**src/rtl/seq_stream_ctrl_pkg.sv**
```systemverilog
// Shared definitions for the serial stream controller slice.
// Holds the controller FSM state type and the default frame/counter sizes.
package seq_stream_ctrl_pkg;

   localparam int FRAME_LEN_DEF = 24;
   localparam int CNT_W_DEF     = 5;

   typedef enum logic [2:0] {
      IDLE,
      LOAD,
      SHIFT,
      DRAIN,
      DONE
   } state_t;

endpackage

```
**src/rtl/seq_stream_ctrl_shifter.sv**
```systemverilog
// Parallel-load, MSB-first serializer.
// Ports:
//   clk   - clock
//   rst   - synchronous active-high reset, clears the register
//   load  - capture din (takes priority over shift)
//   shift - shift left by one, zero fill
//   din   - parallel word
//   sout  - current MSB
module seq_shifter
   import seq_stream_ctrl_pkg::*;
#(
   parameter int WIDTH = FRAME_LEN_DEF
) (
   input  logic             clk,
   input  logic             rst,
   input  logic             load,
   input  logic             shift,
   input  logic [WIDTH-1:0] din,
   output logic             sout
);

   logic [WIDTH-1:0] sr;

   always_ff @(posedge clk) begin
      if (rst) begin
         sr <= '0;
      end else if (load) begin
         sr <= din;
      end else if (shift) begin
         sr <= {sr[WIDTH-2:0], 1'b0};
      end
   end

   assign sout = sr[WIDTH-1];

endmodule

```
**src/rtl/seq_stream_ctrl.sv**
```systemverilog
// Two-requester frame arbiter feeding a serial sequence detector.
// A granted frame word is serialized MSB-first; the detector's registered
// match flag is counted over the frame's bits and reported in hits.
// Ports:
//   clk, rst            - clock, synchronous active-high reset
//   req0/data0          - requester 0 frame request and word
//   req1/data1          - requester 1 frame request and word
//   gnt0/gnt1           - one-cycle grant pulses (LOAD cycle)
//   x                   - serial bit to detector (0 outside SHIFT)
//   z                   - detector match flag (one cycle behind x)
//   det_clr             - detector clear
//   busy, done          - not-IDLE flag, one-cycle frame-complete pulse
//   owner, hits         - requester and match count of current/last frame
module seq_stream_ctrl
   import seq_stream_ctrl_pkg::*;
#(
   parameter int FRAME_LEN = FRAME_LEN_DEF,
   parameter int CNT_W     = CNT_W_DEF
) (
   input  logic                 clk,
   input  logic                 rst,
   input  logic                 req0,
   input  logic [FRAME_LEN-1:0] data0,
   input  logic                 req1,
   input  logic [FRAME_LEN-1:0] data1,
   output logic                 gnt0,
   output logic                 gnt1,
   output logic                 x,
   input  logic                 z,
   output logic                 det_clr,
   output logic                 busy,
   output logic                 done,
   output logic                 owner,
   output logic [CNT_W-1:0]     hits
);

   localparam int BW = (FRAME_LEN > 1) ? $clog2(FRAME_LEN) : 1;

   state_t         state, state_nxt;
   logic [BW-1:0]  bit_cnt;
   logic           last;
   logic           win;
   logic           any_req;
   logic           load;
   logic           shift_en;
   logic           sample;
   logic           sout;

   always_comb begin
      any_req   = req0 | req1;
      // with both requesting, the one not served last wins
      win       = (req0 && req1) ? ~last : req1;
      load      = (state == IDLE) && any_req;
      shift_en  = (state == SHIFT);
      // z trails x by one cycle: skip the first SHIFT cycle, include DRAIN
      sample    = ((state == SHIFT) && (bit_cnt != '0)) || (state == DRAIN);

      state_nxt = state;
      case (state)
         IDLE:    if (any_req) state_nxt = LOAD;
         LOAD:    state_nxt = SHIFT;
         SHIFT:   if (bit_cnt == BW'(FRAME_LEN - 1)) state_nxt = DRAIN;
         DRAIN:   state_nxt = DONE;
         DONE:    state_nxt = IDLE;
         default: state_nxt = IDLE;
      endcase
   end

   always_ff @(posedge clk) begin
      if (rst) begin
         state   <= IDLE;
         bit_cnt <= '0;
         last    <= 1'b1;
         owner   <= 1'b0;
         hits    <= '0;
         det_clr <= 1'b1;
      end else begin
         state   <= state_nxt;
         det_clr <= (state_nxt == LOAD);
         if (load) begin
            owner <= win;
            last  <= win;
            hits  <= '0;
         end else if (sample && z && (hits != '1)) begin
            hits  <= hits + CNT_W'(1);
         end
         if (state == LOAD) begin
            bit_cnt <= '0;
         end else if (shift_en) begin
            bit_cnt <= bit_cnt + BW'(1);
         end
      end
   end

   seq_shifter #(
      .WIDTH (FRAME_LEN)
   ) u_shifter (
      .clk   (clk),
      .rst   (rst),
      .load  (load),
      .shift (shift_en),
      .din   (win ? data1 : data0),
      .sout  (sout)
   );

   assign busy = (state != IDLE);
   assign done = (state == DONE);
   assign gnt0 = (state == LOAD) && !owner;
   assign gnt1 = (state == LOAD) && owner;
   assign x    = shift_en & sout;

endmodule

```
**config.mk**
```make
export PLATFORM = sky130hd
export DESIGN_NAME = seq_stream_ctrl
export DESIGN_NICKNAME = d
export VERILOG_FILES = /design/src/rtl/seq_stream_ctrl_pkg.sv /design/src/rtl/seq_stream_ctrl_shifter.sv /design/src/rtl/seq_stream_ctrl.sv
export SDC_FILE = /design/constraint.sdc
export NUM_CORES = 1
export LEC_CHECK = 0
export BUFFER_PORTS_ARGS = -buffer_cell sky130_fd_sc_hd__buf_4
export CORE_ASPECT_RATIO = 1.5
export CORE_UTILIZATION = 25
export CTS_CLUSTER_DIAMETER = 80
export DETAILED_ROUTE_END_ITERATION = 12
export PLACE_DENSITY_LB_ADDON = 0.15
export SETUP_SLACK_MARGIN = 0.4
export SLEW_MARGIN = 20
export SYNTH_ARGS = -nofsm -noshare
export SYNTH_HDL_FRONTEND = slang
export SYNTH_SLANG_ARGS = --single-unit
```
**constraint.sdc**
```tcl
create_clock -name clk -period 4.3 [get_ports clk]
set_clock_uncertainty 0.15 [all_clocks]
set_input_delay 0.43 -clock clk [delete_from_list [all_inputs] [get_ports clk]]
set_output_delay 0.43 -clock clk [all_outputs]
set_load 0.005 [all_outputs]
```
==> results of run 1 <==
-- stage by stage --
stage	power, mW	worst slack [ns]
6_report	1.143	2.026
5_1_grt	1.215	1.925
4_1_cts	1.164	2.010
3_5_place_dp	0.7402	2.160
3_3_place_gp	0.7414	2.184
2_1_floorplan	0.6545	2.551
-- kinds of logic (layout without fill, tap and decap cells) --
group / Yosys count / count (layout)
AOI/OAI and AO/OA: 57 / 57
xor gates and xnor gates: 8 / 8
and+or+nand+nor: 112 / 112
adders and majority gates: 4 / 4
buffers and inverters: 22 / 75
muxes: 3 / 3
DFF: 40 / 40
-- registers in the layout, summed over array words and instances (netlist names) --
| name | count |
|---|---|
| owner | 1 |
| bit_cnt | 5 |
| u_shifter.sr | 24 |
| state | 3 |
| hits | 5 |
| last | 1 |
| det_clr | 1 |
-- per-layer routing --
layer	global-route usage [%]	share of wire (%)	wire, um
met5	0	0	0
met2	22.67	51	2603
met4	5.385	1.8	91
met1	13.13	43	2203
met3	2.661	3.7	188
-- cell usage in the layout, fill, tap and decap left out, drive strengths merged, types with 2 or more instances in the layout --
cell type | netlist | layout
nand4 | 2 | 2
a21oi | 2 | 2
nor2 | 14 | 14
o21ai | 24 | 24
clkbuf | 7 | 6
buf | 12 | 64
xnor2 | 2 | 2
nor3 | 6 | 6
nor2b | 2 | 2
and3 | 25 | 25
dfxtp | 40 | 40
mux2i | 2 | 2
nand2 | 52 | 52
xor2 | 6 | 6
o211ai | 2 | 2
nor3b | 3 | 3
o2bb2ai | 23 | 23
and2 | 2 | 2
or2 | 2 | 2
inv | 3 | 3
ha | 4 | 4
-- cell type report --
cell class / instances / area (sq um) / share of cell area, %
well taps: 105 / 131.4 / 4.784
multi-input cells: 184 / 1159 / 42.19
flip-flops and latches: 40 / 800.8 / 29.16
inverters: 3 / 11.26 / 0.4100
clock buffers: 6 / 128.9 / 4.693
repair buffers: 64 / 480.5 / 17.49
clock inverters: 2 / 35.03 / 1.276
-- path summary, 6_finish.rpt --
| path | from | to | slack (ns) | cells past startpoint |
|---|---|---|---|---|
| max | state[1] | x | 2.03 | 3 |
| min | rst | u_shifter.sr[0] | 0.27 | 2 |
| max reg2reg | state[1] | u_shifter.sr[13] | 2.27 | 4 |
| min reg2reg | u_shifter.sr[3] | u_shifter.sr[3] | 0.31 | 1 |
-- worst reg2reg max path, stage by stage (launching register included) --
cell and delay [ns]:
sky130_fd_sc_hd__dfxtp_1 0.55, sky130_fd_sc_hd__nor3_2 0.11, sky130_fd_sc_hd__nor4_4 0.70, sky130_fd_sc_hd__o21ai_0 0.26
sky130_fd_sc_hd__o2bb2ai_1 0.18
-- power by group --
group	total, mW	switching (mW)	internal (mW)
logic	0.262	0.136	0.126
registers	0.468	0.0407	0.427
clock network	0.414	0.141	0.273
==> impl_results.md, run 1 <==
* Result of the run: finished, final reports clean
* Synth cell types at 41
* Y dimension of the die at between 100 and 150 um
* Final cycle utilization of the critical path at 52.88%
* Number of placed instances with taps included at 396
* Buf/Inv on CP at 1
* Top-level I/O count at 65
* Biggest cell delay along the critical path at between 0.5 and 0.6 ns
* Final routed wire length divided by cell count at between 10 and 15 um
* Mean instance size in the synthesized netlist at 8.392 sq um
* Sort of element at the start of the critical path: flop
* Quantity of I/O buffers inserted on ports at 64
* Worst vdd rail ir drop at just under 0.2 mV
* Share of layout cells above drive strength 1 at approximately 28%
* First-pass GRT wire length at 8293 um
* Final-stage net count at approximately 360
* Cell Area, Synth at around 0.0021 sq mm
* Max-Slew Margin vs Limit at a little under a third
* CP top delay family: simple AND/OR/NAND/NOR gates
* Number of clock buffers inserted by TritonCTS at 5
* Fraction of post-synthesis cell area in the top cell type by area at between 30% and 40%
* Adder-cell area share of the yosys netlist at 2.424%
* Pin count of the biggest net entering global routing at 51
* Cell count after synthesis at approximately 250
* Setup repair after global routing missed its margin: no
* Complex-gate fraction of the synthesized area at between 20% and 30%
* Initial detailed-routing violation count at 54
* Largest cells by area after synthesis: sky130_fd_sc_hd__dfxtp_1 (39%), sky130_fd_sc_hd__o2bb2ai_1 (9.8%), sky130_fd_sc_hd__nand2_1 (9.5%)
* Arrival time of data at the critical path endpoint at 1.69 ns
* Area growth, synth to finish at 33.03%
* Total number of vias at about 1900
* Sum of negative setup slack at 0 ns
* Critical path capture point type: primary output
* Final instance area at ~0.0027 sq mm
* Static Leakage at 1.204 nW
* Number of gates resized after cts at 0
* Fill cell count at between 800 and 900
* Post-DP HPWL at between 3000 and 4000 um
* Number of hold-slack violations in the final timing report at 0
* Tightest hold margin at about 0.27 ns
* Max FO, Critical Path at 9
* Number of nets still failing antenna checks after routing at 0
* Total nets after synthesis at between 300 and 400
* Vias per cell at roughly 4.6
* Start-to-end type of the worst setup path: flop to primary output
* Number of max-cap violations at 0
* Via count of the first global-routing pass at 1852
* Clock slew seen by the registers of the worst setup and hold paths at roughly 0.06 ns
* Transition time at the pin with the least slew margin at about 1.0 ns
* Synthesized-area fraction occupied by xor and xnor cells at 3.394%
* DRC violations left at 0
* Insertion delay to the later sink of the worst-skew pair at between 0.2 and 0.3 ns
* H-tree level count at 2
* Slowest CP cell: sky130_fd_sc_hd__dfxtp_1
* Post-layout min period at approximately 2.3 ns
* Total wirelength of the detailed-routed design at between 5000 and 6000 um
* Post-synth EDFFs at 0
* Final RePlAce weighted congestion at 0.6810
* Worst path cell trace: nor3b_2, and2_1, buf_4
* Post-CTS Setup Bufs at 0
* Overall fraction of global-route tracks in use at 12.19%
* Proportion of synthesized chip area in sequential cells at just under 40%
* Final count of pins violating max slew at 0
* Fraction of registers with async set/reset at 0%
* Number of antenna violations at the first check in global routing at 0
* Flops & latches, synth at 40
* Power per Cell Area at approximately 420 mW/mm^2
* Number of buffers inserted for hold repair after clock tree synthesis at 0
* Area after DPL at 0.002582 sq mm
* Final core area utilization at between 30% and 40%
* CTS tree: built
* Share of synthesized area spent on multiplexers at about 1.5%
* Area leader, netlist: sky130_fd_sc_hd__dfxtp_1
* Most frequent cells after synthesis: sky130_fd_sc_hd__nand2_1 (52), sky130_fd_sc_hd__dfxtp_1 (40), sky130_fd_sc_hd__and3_1 (25)
* Overall die area at roughly 0.0086 sq mm
* Overflow left after global routing at 0
* Final Setup Violations at 0
* Core region area at around 0.008 sq mm
* Count of antenna diodes in the layout at 0
* Library cell with the highest instance count after synthesis: sky130_fd_sc_hd__nand2_1
* Row count at 40
* HP Class: input pin to flop
* Prevailing post-synth register cell: sky130_fd_sc_hd__dfxtp_1
* Post-Synth Simple-Gate Area at around 28%
* Yosys synthesis warning count at 0
* Number of sinks on the clock net at 40
* Upper clock frequency limit at between 400 and 500 MHz
* Root Buffer Master: sky130_fd_sc_hd__clkbuf_16
* Filler-free cell count of the finished design at between 400 and 500
* Maximum number of buffers from clock root to sink at 2
* Starting utilization of the core area at about a quarter
* DR pass1 iterations at 4
* Die extent in x at roughly 76 um
* Crit path required time at ~3.7 ns
* Largest family of logic cells by synthesized area: simple AND/OR/NAND/NOR gates
(Power assumes the default switching activity.)
==> run 2, diff against run 1 <==
==> constraint.sdc (replaced) <==
create_clock -name clk -period 2.08 [get_ports clk]
set_clock_uncertainty 0.15 [all_clocks]
set_input_delay 0.208 -clock clk [delete_from_list [all_inputs] [get_ports clk]]
set_output_delay 0.208 -clock clk [all_outputs]
set_load 0.005 [all_outputs]
==> run 2 against run 1 <==
Against the previous run: non-clock buffer count grew 12; first-iteration DRC count rose by 80%; sequential power up 110%; highest routed layer unchanged; power grew 130%; worst hold slack lost 0.24 ns; critical path depth is 4 higher; via count is 5.8% higher.
==> impl_results.md, run 2 (synthesis gave the netlist of run 1 again) <==
* Result of the run: finished, final reports clean
* Number of antenna violations at the first check in global routing at 0 (unchanged)
* Y dimension of the die at 113.3 um (unchanged)
* Share of layout cells above drive strength 1 at 35.78% (+7.7 points)
* CTS tree: built
* Max FO, Critical Path at 3 (-6)
* Total number of vias at 1969 (+5.8%)
* Static Leakage at 1.284 nW (+6.7%)
* DRC violations left at 0 (unchanged)
* Sort of element at the start of the critical path: flop
* Upper clock frequency limit at around 570 MHz
* WHS Path Cells at 2 (unchanged)
* Number of max-cap violations at 0 (unchanged)
* Maximum number of buffers from clock root to sink at 2 (unchanged)
* Top-level I/O count at 65 (unchanged)
* Final RePlAce weighted congestion at 0.7211 (+5.9%)
* Arrival time of data at the critical path endpoint at 1.77 ns (+0.08 ns)
* HP Class: input pin to flop
* Max-Slew Margin vs Limit at 77.27% (+46 points)
* Worst flop-to-flop path endpoint: hits[2]
* Transition time at the pin with the least slew margin at 0.3405 ns (-0.6813 ns)
* Endpoint of the worst hold-timing path: state[1]
* Root Buffer Master: sky130_fd_sc_hd__clkbuf_16
* Final core area utilization at 36.89% (+2.6 points)
* Overall fraction of global-route tracks in use at 13.61% (+1.4 points)
* Final Setup Violations at 0 (unchanged)
* Number of hold-slack violations in the final timing report at 0 (unchanged)
* Total wirelength of the detailed-routed design at 5867 um (+15%)
* Critical path capture point type: flop
* Vias per cell at 4.711 (+2.3%)
* DR pass1 iterations at 4 (unchanged)
* Count of antenna diodes in the layout at 0 (unchanged)
* Final count of pins violating max slew at 0 (unchanged)
* Die extent in x at 76.20 um (unchanged)
* First-pass GRT wire length at 9232 um (+11%)
* Via count of the first global-routing pass at 1923 (+3.8%)
* Power per Cell Area at 879.5 mW/mm^2 (+110%)
* Initial detailed-routing violation count at 97 (+80%)
* Number of clock buffers inserted by TritonCTS at 5 (unchanged)
* Most used cells in the layout excluding fill and tap cells: sky130_fd_sc_hd__buf_4 (74), sky130_fd_sc_hd__nand2_1 (52), sky130_fd_sc_hd__dfxtp_1 (33), sky130_fd_sc_hd__and3_1 (24), sky130_fd_sc_hd__o2bb2ai_1 (23)
* Final-stage net count at 370 (+4.2%)
* Crit path required time at 2.10 ns (-1.62 ns)
* Most common library cell in the layout ignoring fill and taps: sky130_fd_sc_hd__buf_4
* Fill cell count at 878 (-0.57%)
* Post-layout min period at approximately 1.7 ns
* Row count at 40 (unchanged)
* Core region area at 0.008008 sq mm (unchanged)
* Insertion delay to the later sink of the worst-skew pair at 0.28 ns (about the same)
* Overflow left after global routing at 0 (unchanged)
* Min-Delay Startpoint: rst
* Quantity of I/O buffers inserted on ports at 64 (unchanged)
* Post-route total power at 2.598 mW (+130%)
* Sequential cell area at 812.0 sq um (+1.4%)
* Largest registers: u_shifter.sr: 24 flops, bit_cnt: 5 flops, hits: 5 flops
* Clock slew seen by the registers of the worst setup and hold paths at 0.06 ns (about the same)
* Overall die area at 0.008633 sq mm (unchanged)
* Number of flip-flops under the largest register name at 24 (unchanged)
* Tightest hold margin at 0.02978 ns (-0.2364 ns)
* Sum of negative setup slack at 0 ns (unchanged)
* Worst reg-to-reg path cell count at 7 (+3)
* Start-to-end type of the worst setup path: flop to flop
* Starting utilization of the core area at 25.78% (unchanged)
* Area occupied by multi-input gates at 0.001227 sq mm (+5.9%)
* Number of sinks on the clock net at 40 (unchanged)
* Worst vdd rail ir drop at 0.3571 mV (+82%)
* Setup repair after global routing missed its margin: yes
* Worst reg2reg startpoint: hits[1]
* H-tree level count at 2 (unchanged)
* Register-to-Register Setup Slack at 0.33 ns (-1.94 ns)
* Post-DP HPWL at 3707 um (+5.6%)
* Final cycle utilization of the critical path at ~84%
* Final routed wire length divided by cell count at 14.04 um (+11%)
* Number of nets still failing antenna checks after routing at 0 (unchanged)
* Pin count of the biggest net entering global routing at 26 (-49%)
* Area growth, synth to finish at 43.09%
* Most flop-heavy register: u_shifter.sr
==> run 2: cell types whose count changed in the layout (fill, tap and decap cells not counted), moves of 2 or more <==
cell / delta
sky130_fd_sc_hd__inv_1: -2
sky130_fd_sc_hd__ha_4: +3
sky130_fd_sc_hd__ha_1: -3
sky130_fd_sc_hd__o21a_2: +2
sky130_fd_sc_hd__dfxtp_1: -7
sky130_fd_sc_hd__buf_4: +10
sky130_fd_sc_hd__dfxtp_2: +6
sky130_fd_sc_hd__inv_2: +2
==> run 2: how the worst max path moves through the flow <==
stage / start / endpoint / slack [ns]
after CTS: bit_cnt[0] / hits[4] / 0.34
after global placement: bit_cnt[0] / hits[4] / 0.29
after detailed placement: hits[0] / hits[2] / 0.28
final: hits[1] / hits[2] / 0.33
after global routing: hits[0] / hits[2] / 0.23
after floorplan: hits[0] / hits[2] / 0.38
==> run 2: layout make-up <==
cell class | instances | share of cell area [%]
clock inverters | 2 | 2.033
well taps | 105 | 4.447
repair buffers | 76 | 19.86
clock buffers | 5 | 4.235
flip-flops and latches | 40 | 27.49
multi-input cells | 187 | 41.55
inverters | 3 | 0.3812
==> run 2: repair_timing <==
action / 4_1_cts / 5_1_grt
endpoints found under the hold margin: 0 / 0
buffers inserted: 5 / 2
cloned: 1 / 2
hold buffers: 0 / 0
setup endpoints to repair: 32 / 30
resized for setup: 13 / 2
pin swaps: 7 / 9
==> run 2: per-stage QoR <==
step | instance area (sq um) | worst slack [ns] | cells
finish | 2954 | 0.3336 | 418
global route | 2954 | 0.2311 | 418
CTS | 2895 | 0.3384 | 414
detailed placement | 2630 | 0.2809 | 401
global placement | 2630 | 0.2934 | 401
floorplan | 2086 | 0.3802 | 246
==> run 2: power breakdown <==
group	total (mW)	switching (mW)	internal (mW)
logic	0.654	0.326	0.328
clock network	0.980	0.300	0.681
registers	0.964	0.0780	0.886
total	2.60	0.704	1.89
==> run 2: layer usage <==
metal	up-vias	global-route usage [%]	wire length, um
met1	905	15.86	2544
met2	50	23.82	2874
met5	-	0	0
li1	1002	-	-
met3	12	2.581	245
met4	0	6.667	203
==> run 2: worst max-delay path, cell delays in order, from the launching register on <==
cell and delay, ns:
sky130_fd_sc_hd__dfxtp_2 0.33, sky130_fd_sc_hd__ha_4 0.15, sky130_fd_sc_hd__and3_4 0.17, sky130_fd_sc_hd__ha_4 0.14
sky130_fd_sc_hd__and4bb_2 0.33, sky130_fd_sc_hd__o211ai_1 0.12, sky130_fd_sc_hd__xor2_1 0.19, sky130_fd_sc_hd__nor2_1 0.06
